$ cat src/rtl/fixed_point_complex_multiplier.sv
// Complex Q1.15 twiddle multiply P = A * W using one time-shared signed multiplier.
// Four multiply cycles accumulate into 33-bit sums; the OUT cycle floors, saturates and registers.
module fixed_point_complex_multiplier #(
  parameter int WIDTH = 16,
  parameter int FRAC  = 15
) (
  input  logic             clk,
  input  logic             reset,
  input  logic             enable,
  input  logic [WIDTH-1:0] ar,
  input  logic [WIDTH-1:0] ai,
  input  logic [WIDTH-1:0] wr,
  input  logic [WIDTH-1:0] wi,
  output logic [WIDTH-1:0] re,
  output logic [WIDTH-1:0] im,
  output logic             overflow,
  output logic             busy,
  output logic             done,
  output logic [2:0]       dbg_state
);

  localparam int PW = 2 * WIDTH;
  localparam int AW = 2 * WIDTH + 1;
  localparam logic signed [AW-1:0] SAT_MAX = AW'((64'sd1 <<< (WIDTH - 1)) - 64'sd1);
  localparam logic signed [AW-1:0] SAT_MIN = ~SAT_MAX;

  typedef enum logic [2:0] {
    S_IDLE = 3'd0,
    S_M0   = 3'd1,
    S_M1   = 3'd2,
    S_M2   = 3'd3,
    S_M3   = 3'd4,
    S_OUT  = 3'd5
  } state_t;

  state_t state_q, state_d;
  logic [WIDTH-1:0] ar_q, ar_d, ai_q, ai_d, wr_q, wr_d, wi_q, wi_d;
  logic signed [AW-1:0] acc_re_q, acc_re_d, acc_im_q, acc_im_d;
  logic [WIDTH-1:0] re_q, re_d, im_q, im_d;
  logic overflow_q, overflow_d, busy_q, busy_d, done_q, done_d;

  logic [WIDTH-1:0] mul_a, mul_b;
  logic signed [PW-1:0] prod;
  logic signed [AW-1:0] prod_ext;
  logic [WIDTH:0] sat_re, sat_im;

  // Returns {saturated, value}; the arithmetic shift floors toward -inf.
  function automatic logic [WIDTH:0] saturate(input logic signed [AW-1:0] acc);
    logic signed [AW-1:0] s;
    s = acc >>> FRAC;
    if (s > SAT_MAX)      saturate = {1'b1, SAT_MAX[WIDTH-1:0]};
    else if (s < SAT_MIN) saturate = {1'b1, SAT_MIN[WIDTH-1:0]};
    else                  saturate = {1'b0, s[WIDTH-1:0]};
  endfunction

  assign prod     = $signed(mul_a) * $signed(mul_b);
  assign prod_ext = {prod[PW-1], prod};
  assign sat_re   = saturate(acc_re_q);
  assign sat_im   = saturate(acc_im_q);

  always_comb begin
    state_d    = state_q;
    ar_d       = ar_q;
    ai_d       = ai_q;
    wr_d       = wr_q;
    wi_d       = wi_q;
    acc_re_d   = acc_re_q;
    acc_im_d   = acc_im_q;
    re_d       = re_q;
    im_d       = im_q;
    overflow_d = 1'b0;
    done_d     = 1'b0;
    busy_d     = busy_q;
    mul_a      = ar_q;
    mul_b      = wr_q;
    case (state_q)
      S_IDLE: begin
        if (enable) begin
          ar_d    = ar;
          ai_d    = ai;
          wr_d    = wr;
          wi_d    = wi;
          busy_d  = 1'b1;
          state_d = S_M0;
        end
      end
      S_M0: begin
        mul_a    = ar_q;
        mul_b    = wr_q;
        acc_re_d = prod_ext;
        state_d  = S_M1;
      end
      S_M1: begin
        mul_a    = ai_q;
        mul_b    = wi_q;
        acc_re_d = acc_re_q - prod_ext;
        state_d  = S_M2;
      end
      S_M2: begin
        mul_a    = ar_q;
        mul_b    = wi_q;
        acc_im_d = prod_ext;
        state_d  = S_M3;
      end
      S_M3: begin
        mul_a    = ai_q;
        mul_b    = wr_q;
        acc_im_d = acc_im_q + prod_ext;
        state_d  = S_OUT;
      end
      S_OUT: begin
        re_d       = sat_re[WIDTH-1:0];
        im_d       = sat_im[WIDTH-1:0];
        overflow_d = sat_re[WIDTH] | sat_im[WIDTH];
        done_d     = 1'b1;
        busy_d     = 1'b0;
        state_d    = S_IDLE;
      end
      default: begin
        busy_d  = 1'b0;
        state_d = S_IDLE;
      end
    endcase
  end

  always_ff @(posedge clk or posedge reset) begin
    if (reset) begin
      state_q    <= S_IDLE;
      ar_q       <= '0;
      ai_q       <= '0;
      wr_q       <= '0;
      wi_q       <= '0;
      acc_re_q   <= '0;
      acc_im_q   <= '0;
      re_q       <= '0;
      im_q       <= '0;
      overflow_q <= 1'b0;
      busy_q     <= 1'b0;
      done_q     <= 1'b0;
    end else begin
      state_q    <= state_d;
      ar_q       <= ar_d;
      ai_q       <= ai_d;
      wr_q       <= wr_d;
      wi_q       <= wi_d;
      acc_re_q   <= acc_re_d;
      acc_im_q   <= acc_im_d;
      re_q       <= re_d;
      im_q       <= im_d;
      overflow_q <= overflow_d;
      busy_q     <= busy_d;
      done_q     <= done_d;
    end
  end

  assign re        = re_q;
  assign im        = im_q;
  assign overflow  = overflow_q;
  assign busy      = busy_q;
  assign done      = done_q;
  assign dbg_state = state_q;

endmodule

$ cat config.mk
export PLATFORM = sky130hd
export DESIGN_NAME = fixed_point_complex_multiplier
export DESIGN_NICKNAME = d
export VERILOG_FILES = /design/src/rtl/fixed_point_complex_multiplier.sv
export SDC_FILE = /design/constraint.sdc
export NUM_CORES = 1
export LEC_CHECK = 0
export CAP_MARGIN = 20
export CELL_PAD_IN_SITES_DETAIL_PLACEMENT = 1
export CELL_PAD_IN_SITES_GLOBAL_PLACEMENT = 1
export CORE_MARGIN = 2
export CORE_UTILIZATION = 33
export CTS_CLUSTER_DIAMETER = 40
export DETAILED_ROUTE_END_ITERATION = 8
export MAX_ROUTING_LAYER = met4
export PLACE_DENSITY = 0.69
export SLEW_MARGIN = 20
export SYNTH_ARGS = -nofsm -noshare
export SYNTH_HDL_FRONTEND = slang
export SYNTH_SLANG_ARGS = --single-unit
$ cat constraint.sdc
create_clock -name clk -period 10.3 [get_ports clk]
set_input_delay 2.06 -clock clk [delete_from_list [all_inputs] [get_ports clk]]
set_output_delay 2.06 -clock clk [all_outputs]
set_load 0.05 [all_outputs]
Yosys cells after proc, flatten, opt, wreduce, memory -nomap -nowiden:

Cells that the tools add are included.

* add/sub/neg operators: 2
* multiply operators: 1
* $lt $le $gt $ge: 4
* eq/ne operators: 6
* multiplexer cells: 14
* bitwise logic cells: 2
* reduce and logical (&&, ||, !) cells: 8

Operators by type and width (number)
* $pmux 33 s2: 2
* $mux 17: 4
* $gt 18x16->1 const B: 2
* $lt 18x16->1 const B: 2
* $add 33x32->33: 1
* $sub 33x32->33: 1
* $mul 16x16->32: 1
* $mux 16: 2
* $pmux 3 s5: 1
* $eq 3x2->1 const B: 2
* $eq 3x3->1 const B: 2
* $reduce_and 2->1: 2
* $reduce_bool 2->1: 2
* $reduce_or 2->1: 2
* $reduce_or 4->1: 1
* $eq 3x1->1 const B: 1
* $logic_not 3->1: 1
* $mux 1: 3
* $mux 3: 1
* $ne 2x2->1 const B: 1
* $pmux 1 s2: 1
* $not 1->1: 1
* $or 1x1->1: 1

* bits in registers: 168
* bits of input ports: 67
* output and inout port bits: 38
* word-level logic and storage cells: 49

Logic depth before layout (Yosys ltp):

Gate-level depths: netlist (run 1).

* word-level depth: 6
* depth in mapped cells: 41
* depth with buffers taken out: 38

Worst setup path after synthesis (run 1):

No wires, ideal clock.

* path type: register to register
* start: register state_q[2], in the netlist dbg_state[2]
* end: register acc_re_q[32]
* setup time: 0.134 ns
* data arrival time: 10.857 ns
* data required time: 10.166 ns
* path slack: -0.691 ns
* cell stages (with the launch flop): 37
* buffers on the path: 3
* clock period less this slack: 10.991 ns
* path through: dfrtp_1 clkbuf_1 nand2b_1 a21oi_1 clkbuf_1 buf_1 mux2i_1 nor2_1 fa_1 inv_1 fa_1 fa_1 fa_1 inv_1 fa_1 fa_1 ha_1 a21o_1 o21bai_1 a22o_1 or3_2 xnor2_1 inv_1 ha_1 a21o_1 a21o_1 a221o_1 o21bai_1 maj3_2 a2111oi_0 nor3_1 maj3_2 a2111oi_4 o31ai_1 a311oi_2 mux2i_1 o211ai_2

* cells in the longest elaborated chain, start to end: 6
* elaborated cells on any way between the ends: 12
* classes of those cells: add/sub (1); mul (1); eq/ne (4); mux (3); reduce/logical (3)

Ends and longest elaborated chain
* start: declaration: RTL line 36 `state_t state_q, state_d;`
* start signal: assignment: RTL line 141 `state_q <= state_d;`
* $eq 3x3->1 / $eq 3x2->1 (equally long branches): RTL line 76 `case (state_q)`
* $reduce_or 2->1 (no source line)
* $mux 16: RTL line 76
* $mul 16x16->32: RTL line 56 `assign prod = $signed(mul_a) * $signed(mul_b);`
* $sub 33x32->33: RTL line 96 `acc_re_d = acc_re_q - prod_ext;`
* $pmux 33 s2: RTL line 76
* end signal: assignment: RTL line 146 `acc_re_q <= acc_re_d;`
* end: declaration: RTL line 38 `logic signed [AW-1:0] acc_re_q, acc_re_d, acc_im_q, acc_im_d;`

Parallel ways exist; a longest one is shown, timed or not.
A chain may end at the register's enable or synchronous reset.

Final worst setup path (run 1):

Same ends and word-level chain as after synthesis.

==> results.md, run 1 <==
Outcome:
- The flow ran to the end, and the final reports show no timing, DRC or antenna violations.

STA:
- The slew at the pin closest to its max-slew limit is about 1100 ps.
- On the final layout, the worst hold slack is 481 ps.
- The setup-violating endpoint count in the final report is 0.
- The maximum clock frequency is 100 MHz.
- The minimum clock period is 10000 ps.
- Measured against its own limit, the worst slew margin works out to 28.4%.
- The final cycle utilization of the critical path is between 90% and 100%.
- The final-report hold violation count came to 0.
- Across all setup checks in the final design, the least slack found is 304 ps.
- The final count of pins violating max slew is 0.
- The worst clock skew is 21.4 ps.

Synth:
- The share of the Yosys chip area taken by registers is 20.4%.
- The async set or reset register ratio after synthesis is between 90% and 100%.
- The mean area per synthesized cell is 8.83 um2.
- The number of nets in the synthesized netlist is 2804.
- The number of warnings printed during yosys synthesis is 0.
- The most used flip-flop cell after synthesis is sky130_fd_sc_hd__dfrtp_1.
- The library cell with the largest summed area after synthesis is sky130_fd_sc_hd__fa_1.
- The count of cell types in the netlist is 83.
- The share of the synthesized area in the top cell type is 25.7%.
- The count of flip-flops with a built-in enable after synthesis is 0.
- The gate count of the mapped netlist is 2332.
- Sorting the synthesized cells by how often they occur yields sky130_fd_sc_hd__inv_1, sky130_fd_sc_hd__nand2_1, sky130_fd_sc_hd__fa_1, sky130_fd_sc_hd__nor2_1, sky130_fd_sc_hd__dfrtp_1.
- By area the synthesized netlist is led by sky130_fd_sc_hd__fa_1, sky130_fd_sc_hd__dfrtp_1, sky130_fd_sc_hd__ha_1.
- After synthesis the netlist holds a flip-flop and latch count of 168.
- Yosys instantiated no cell more often than sky130_fd_sc_hd__inv_1.
- After synthesis the cells add up to 20600 um2.

Clocking:
- No sink is reached through more buffers than the 2 on the longest clock path.
- CTS built an H-tree with a depth of 4.
- Counting the buffers created by CTS gives 17.
- The TritonCTS clock tree is done.
- The cell chosen for the clock root is sky130_fd_sc_hd__clkbuf_16.
- After clock tree synthesis, the clock-pin slew on the worst setup and hold paths is 80 ps.
- In this run, post-CTS hold repair placed 0 buffers.
- The clock latency at the later pin of the worst-skew pair is 480 ps.
- Clock tree synthesis found a total of 168 sinks.

Min path:
- In this run the worst hold path is classified as reg2reg.
- The hold-critical path endpoint is re[6].
- The worst hold path depth is 2.
- The hold path startpoint is re[6].

Worst setup path:
- Counting both buffers and inverters, the worst setup path holds a total of 7.
- The type of the worst setup path is reg2reg.
- The setup slack of the worst register-to-register path is approximately 300 ps.
- The start of the worst register-to-register path is dbg_state[2].
- STA puts the critical path data required time at ~11000 ps.
- The largest delay contributor family on the critical path is adder cells.
- For the worst flop-to-flop path, the logic depth is 37.
- The worst setup path is launched from a register.
- In this design, the critical path's most frequently occurring cell is sky130_fd_sc_hd__fa_1.
- The slowest cell on the critical path is sky130_fd_sc_hd__fa_2.
- The capturing point of the worst reg2reg path is acc_re_q[32].
- On the worst path, the slowest cell contributes a delay of 620 ps.
- The peak fanout along the critical path is 15.
- The type of destination of the critical path is a register.
- The data arrival time at the worst-slack endpoint is 10330 ps.

GRT:
- In the global route stage, met3 resource usage came out at 1.89%.
- The number of global-route vias before repair is around 19000.
- In the global route stage, met1 resource usage came out at 29.2%.
- The first global-routing pass estimated 105000 um of wire.
- The maximum number of pins on one net before global-route repair is 66.
- The initial antenna violation count is 1.
- In the global route stage, met2 resource usage came out at 36.3%.
- After global routing the overflow that remains totals 0.
- The layer with the highest usage after global routing is met2.
- Global routing used 21.9% of the available tracks across all layers.

Place:
- The final HPWL from detailed placement is between 50000 and 60000 um.
- The count of buffers from port buffering is 104.
- The pre-CTS setup slack is -61.2 ps.
- Routability-driven placement finished with a final weighted congestion of 0.946.

Floorplan:
- The initial core utilization is 33.4%.
- The placeable core region is 61700 um2.
- The horizontal die dimension is 254 um.
- The number of rows created at floorplan is 91.
- The die covers 64400 um2.
- The I/O pin total is around 110.
- The vertical extent of the die is about 250 um.

Layout:
- Summing all multi-input logic gate instances after layout gives 15200 um2.
- The post-layout net count is 2981.
- After filler insertion, the fill cell instance count of the layout stands at around 7200.
- The post-route netlist has 13.3% of its cells at a drive strength greater than 1.
- The footprint of the flip-flops and latches is 4210 um2.
- Relative to the synthesized area, the layout overhead comes to 18.7%.

Route:
- The number of detailed-routing iterations run before antenna repair is 5.
- The via total after detailed routing is 17200.
- The number of remaining DRC errors is 0.
- The final layout contains routed wiring with a total length of roughly 67000 um.
- The starting DRC count in detailed routing is 902.
- The remaining antenna violation count is 0.
- The routed wire length per instance is roughly 20 um.
- After detailed routing, the number of vias per cell comes to 5.13.

Job:
- The count of max-cap constraint violations is 0.
## kinds of logic (layout without fill, tap and decap cells)
family | Yosys count | count (layout) | synth area share, %
buf+inv | 433 | 622 | 8.01
flops | 168 | 168 | 20.4
simple gates | 672 | 672 | 13.9
mux | 121 | 121 | 6.38
xor+xnor | 77 | 77 | 3.31
compound gates | 449 | 449 | 13.4
other cells | 0 | 1 | 0
fa+ha+maj | 412 | 412 | 34.6
## cell type report
type,instances,share of cell area (%)
Tap cell,837,4.28
Sequential cell,168,17.2
Multi-Input combinational cell,1731,62.0
Timing Repair Buffer,233,8.54
Inverter,358,5.52
Clock inverter,13,0.655
Clock buffer,18,1.80
Antenna cell,1,0.0102
## through the flow
step                area (um2)  std cells  TNS (ps)  util [%]
finish                   24400       3359         0      39.6
global route             24400       3358      -245      39.6
detailed placement       23300       3306     -69.5      37.7
CTS                      23900       3339         0      38.8
global placement         23300       3306         0      37.7
floorplan                20700       2332         0         -
## cell usage in the layout, fill, tap and decap left out, types with 8 or more instances in the layout
master                            count
sky130_fd_sc_hd__a21o_1              40
sky130_fd_sc_hd__dfrtp_1            166
sky130_fd_sc_hd__a211oi_1             9
sky130_fd_sc_hd__buf_4              121
sky130_fd_sc_hd__clkbuf_16           18
sky130_fd_sc_hd__clkdlybuf4s50_1    104
sky130_fd_sc_hd__nor2b_1              8
sky130_fd_sc_hd__o21a_1               8
sky130_fd_sc_hd__o21bai_1            24
sky130_fd_sc_hd__o211ai_1            11
sky130_fd_sc_hd__nor3_1              22
sky130_fd_sc_hd__mux2i_1             29
sky130_fd_sc_hd__mux2i_4              8
sky130_fd_sc_hd__xor2_1              22
sky130_fd_sc_hd__ha_1               134
sky130_fd_sc_hd__fa_1               263
sky130_fd_sc_hd__o21ai_1              8
sky130_fd_sc_hd__a31oi_1             11
sky130_fd_sc_hd__nand2_1            279
sky130_fd_sc_hd__mux2_2              75
sky130_fd_sc_hd__a21oi_1            136
sky130_fd_sc_hd__nand2b_1            10
sky130_fd_sc_hd__nand3_1             27
sky130_fd_sc_hd__o22ai_1              8
sky130_fd_sc_hd__inv_1              355
sky130_fd_sc_hd__nor2_1             251
sky130_fd_sc_hd__or2_2                9
sky130_fd_sc_hd__xnor2_1             50
sky130_fd_sc_hd__o21ai_0            136
## flip-flops by register name (all words and copies together) (netlist names), 3 cells and up
name,count
acc_im_q,33
acc_re_q,33
ai_q,16
ar_q,16
dbg_state,3
im,16
re,16
wi_q,16
wr_q,16
## worst max path at each step
stage,startpoint,endpoint,cells after the start,slack (ps)
2_1_floorplan,dbg_state[2],acc_re_q[32],35,8
3_3_place_gp,dbg_state[1],acc_re_q[32],37,170
3_5_place_dp,dbg_state[1],acc_re_q[32],35,-60
4_1_cts,dbg_state[1],acc_re_q[32],37,3
5_1_grt,dbg_state[2],acc_re_q[32],37,-90
6_report,dbg_state[2],acc_re_q[32],37,300
## per-layer routing
| layer | up-vias | wire length (um) |
|---|---|---|
| met2 | 273 | 32900 |
| met1 | 8989 | 31000 |
| met5 | - | 0 |
| met4 | 0 | 1080 |
| li1 | 7928 | - |
| met3 | 54 | 2200 |
## worst min-delay path: cells and delay by family, from the launching register on
family / cells / cell delay [ps]
flip-flops: 1 / 350
AO/OA/AOI/OAI: 1 / 60
AND/OR/NAND/NOR: 1 / 50
## timing repair
| action | CTS | global route |
|---|---|---|
| pin swaps | 1 | 18 |
| setup buffers | 1 | 18 |
| resized for setup | 7 | 61 |
| cloned | 1 | 1 |
| endpoints found under the setup margin | 3 | 6 |
Power of run 1 is left out: the tool's default activity adds up to more than one toggle a clock period on the data nets, which glitch-free logic cannot reach.
==> run 2: changes to the inputs <==
CORE_ASPECT_RATIO = 0.8   (was default)
==> run 2 against run 1 <==
Effect of this change: clock-buffer cell count fell by 1; die area barely moved; critical path depth fell by 1; register-to-register slack barely moved; critical path type unchanged; largest cell class unchanged.
==> results.md, run 2 (synthesis results as in run 1) <==
Outcome:
- Result of the run: finished clean (unchanged).

STA:
- The slew at the pin closest to its max-slew limit is 988 ps (was 1070 ps).
- The maximum clock frequency is 100 MHz (about the same).
- The worst clock skew is 17.7 ps (was 21.4 ps).
- The minimum clock period came to 10000 ps (about the same).
- The final cycle utilization of the critical path is 97.1% (was 97.0%).
- The post-route worst hold slack came to 479 ps (was 481 ps).
- The final count of pins violating max slew is 0 (unchanged).
- The setup-violating endpoint count in the final report is 0 (unchanged).
- The final-report hold violation count was 0 (unchanged).
- The worst path setup slack after routing is 303 ps (was 304 ps).
- The worst slew slack as a fraction of its limit is 34.1% (was 28.4%).

Worst setup path:
- The peak per-stage delay on the critical path is 520 ps (was 620 ps).
- The peak fanout along the critical path is 8 (was 15).
- The data required time at the worst endpoint is 10680 ps (was 10640 ps).
- The kind of start point of the critical path is a register (unchanged).
- The slowest cell on the critical path is sky130_fd_sc_hd__fa_1 (was sky130_fd_sc_hd__fa_2).
- The most prevalent standard cell on the critical path is sky130_fd_sc_hd__fa_1 (unchanged).
- The type of destination of the critical path was a register (unchanged).
- The type of the worst setup path is reg2reg (unchanged).
- The data arrival time at the worst-slack endpoint is 10380 ps (was 10330 ps).

Route:
- The starting DRC count in detailed routing is 1202 (was 902).
- The routed wire length per instance is 20.1 um (was 20.0 um).
- The number of remaining DRC errors is 0 (unchanged).
- The number of detailed-routing iterations run before antenna repair is 5 (unchanged).
- The total wirelength of the detailed-routed design is 67600 um (was 67100 um).
- The remaining antenna violation count came to 0 (unchanged).
- The via total after detailed routing came to 17200 (about the same).
- The via count normalized by instance count was 5.13 (about the same).

Floorplan:
- The I/O pin total came to 105 (unchanged).
- The vertical extent of the die is 227 um (was 254 um).
- The initial core utilization came to 33.5% (was 33.4%).
- The number of rows created at floorplan was 81 (was 91).
- The horizontal die dimension was 283 um (was 254 um).
- The full die area is 64400 um2 (about the same).
- The placeable core region is 61400 um2 (was 61700 um2).

Layout:
- The most common library cell in the layout ignoring fill and taps was sky130_fd_sc_hd__inv_1 (unchanged).
- The post-layout net count was 2987 (was 2981).
- The antenna diode count came to 0 (was 1).
- The share of post-route cells with drive strength above 1 was 13.8% (was 13.3%).
- The final cell utilization of the core is 40.0% (was 39.6%).
- Largest registers ranked by flip-flop count: acc_im_q (33), acc_re_q (33) (unchanged).
- Commonest cells after routing, fill and taps aside: sky130_fd_sc_hd__inv_1, sky130_fd_sc_hd__nand2_1, sky130_fd_sc_hd__fa_1 (unchanged).
- The layout-stage area growth over the synthesis result was 19.2% (was 18.7%).

Place:
- The count of buffers from port buffering is 104 (unchanged).
- The placer's final routability congestion estimate came to 0.955 (was 0.946).
- The pre-CTS setup slack was -158 ps (was -61.2 ps).
- The final HPWL from detailed placement is 55700 um (was 55100 um).

Clocking:
- The TritonCTS clock tree is done (unchanged).
- The number of clock buffers inserted by TritonCTS came to 17 (unchanged).
- The cell chosen for the clock root was sky130_fd_sc_hd__clkbuf_16 (unchanged).
- The number of sinks on the clock net is 168 (unchanged).
- The clock-pin slew of the registers on the worst-case setup and hold paths is 80 ps (about the same).
- The deepest level of the CTS H-tree is 4 (unchanged).
- The clock latency at the later pin of the worst-skew pair is 520 ps (was 480 ps).
- The clock tree buffer depth is 2 (unchanged).
- The number of hold buffers added after cts is 0 (unchanged).

GRT:
- The initial antenna violation count is 5 (was 1).
- The met1 track demand over resource was 31.3% (was 29.2%).
- The first-pass GRT wire length is 104000 um (was 105000 um).
- The global routing usage summed across all routing layers is 21.7% (was 21.9%).
- The routing usage on met3 is 2.66% (was 1.89%).
- The number of global-route vias before repair is 18000 (was 18700).
- The global-route track usage on met2 is 32.8% (was 36.3%).
- The maximum number of pins on one net before global-route repair came to 101 (was 66).
- The layer with the highest usage after global routing is met2 (unchanged).
- The leftover overflow at the end of global routing is 0 (unchanged).

Job:
- The count of max-cap constraint violations is 0 (unchanged).

Min path:
- The path type of the worst min-delay path is reg2reg (unchanged).
run 2: repair_timing:
action,CTS,global route
setup buffers,0,19
hold endpoints to repair,0,0
pin swaps,0,18
endpoints found under the setup margin,3,5
resized for setup,5,70
cloned,0,2
run 2: path summary, 6_finish.rpt:
| check | slack (ps) | from | cells after the start | to |
|---|---|---|---|---|
| worst max-delay path | 300 | dbg_state[1] | 36 | acc_re_q[32] |
| worst min-delay path | 480 | re[2] | 2 | re[2] |
| worst max register to register | 300 | dbg_state[1] | 36 | acc_re_q[32] |
| worst min register to register | 480 | re[2] | 2 | re[2] |
| max in group asynchronous | 6550 | reset | 3 | dbg_state[2] |
| min in group asynchronous | 2150 | reset | 2 | re[4] |
run 2: area by class of cell:
| class | count | area, um2 |
|---|---|---|
| Sequential cell | 168 | 4210 |
| Timing Repair Buffer | 239 | 2180 |
| Clock buffer | 17 | 425 |
| Tap cell | 830 | 1040 |
| Clock inverter | 15 | 156 |
| Inverter | 358 | 1350 |
| Multi-Input combinational cell | 1731 | 15200 |
| Fill cell | 7167 | 36900 |
run 2: worst max-delay path: cells and delay by family (launching register included):
family / cells / cell delay, ps
AOI/OAI and AO/OA: 12 / 2770
muxes: 2 / 680
adders and majority gates: 10 / 4300
and+or+nand+nor: 5 / 960
DFF: 1 / 440
xor gates and xnor gates: 1 / 140
buffers and inverters: 6 / 540
run 2: per-layer routing:
layer	wire length, um	vias up
met2	30700	351
met3	3200	41
met1	33000	8896
met5	0	-
met4	654	0
li1	-	7934
run 2: stage by stage:
step	cells	instance area, um2	TNS [ps]
final	3358	24500	0
after floorplan	2332	20700	0
after global routing	3358	24500	-143
after CTS	3337	24000	0
after detailed placement	3305	23400	-359
after global placement	3305	23400	0
Power of run 2 is left out for the same reason.
==> run 3: changes to the inputs <==
CTS_CLUSTER_DIAMETER = 50   (was 40)
==> results of run 3 <==
No change in the layout: final DEF, timing and power equal those of run 2.
Power of run 3 is left out for the same reason.
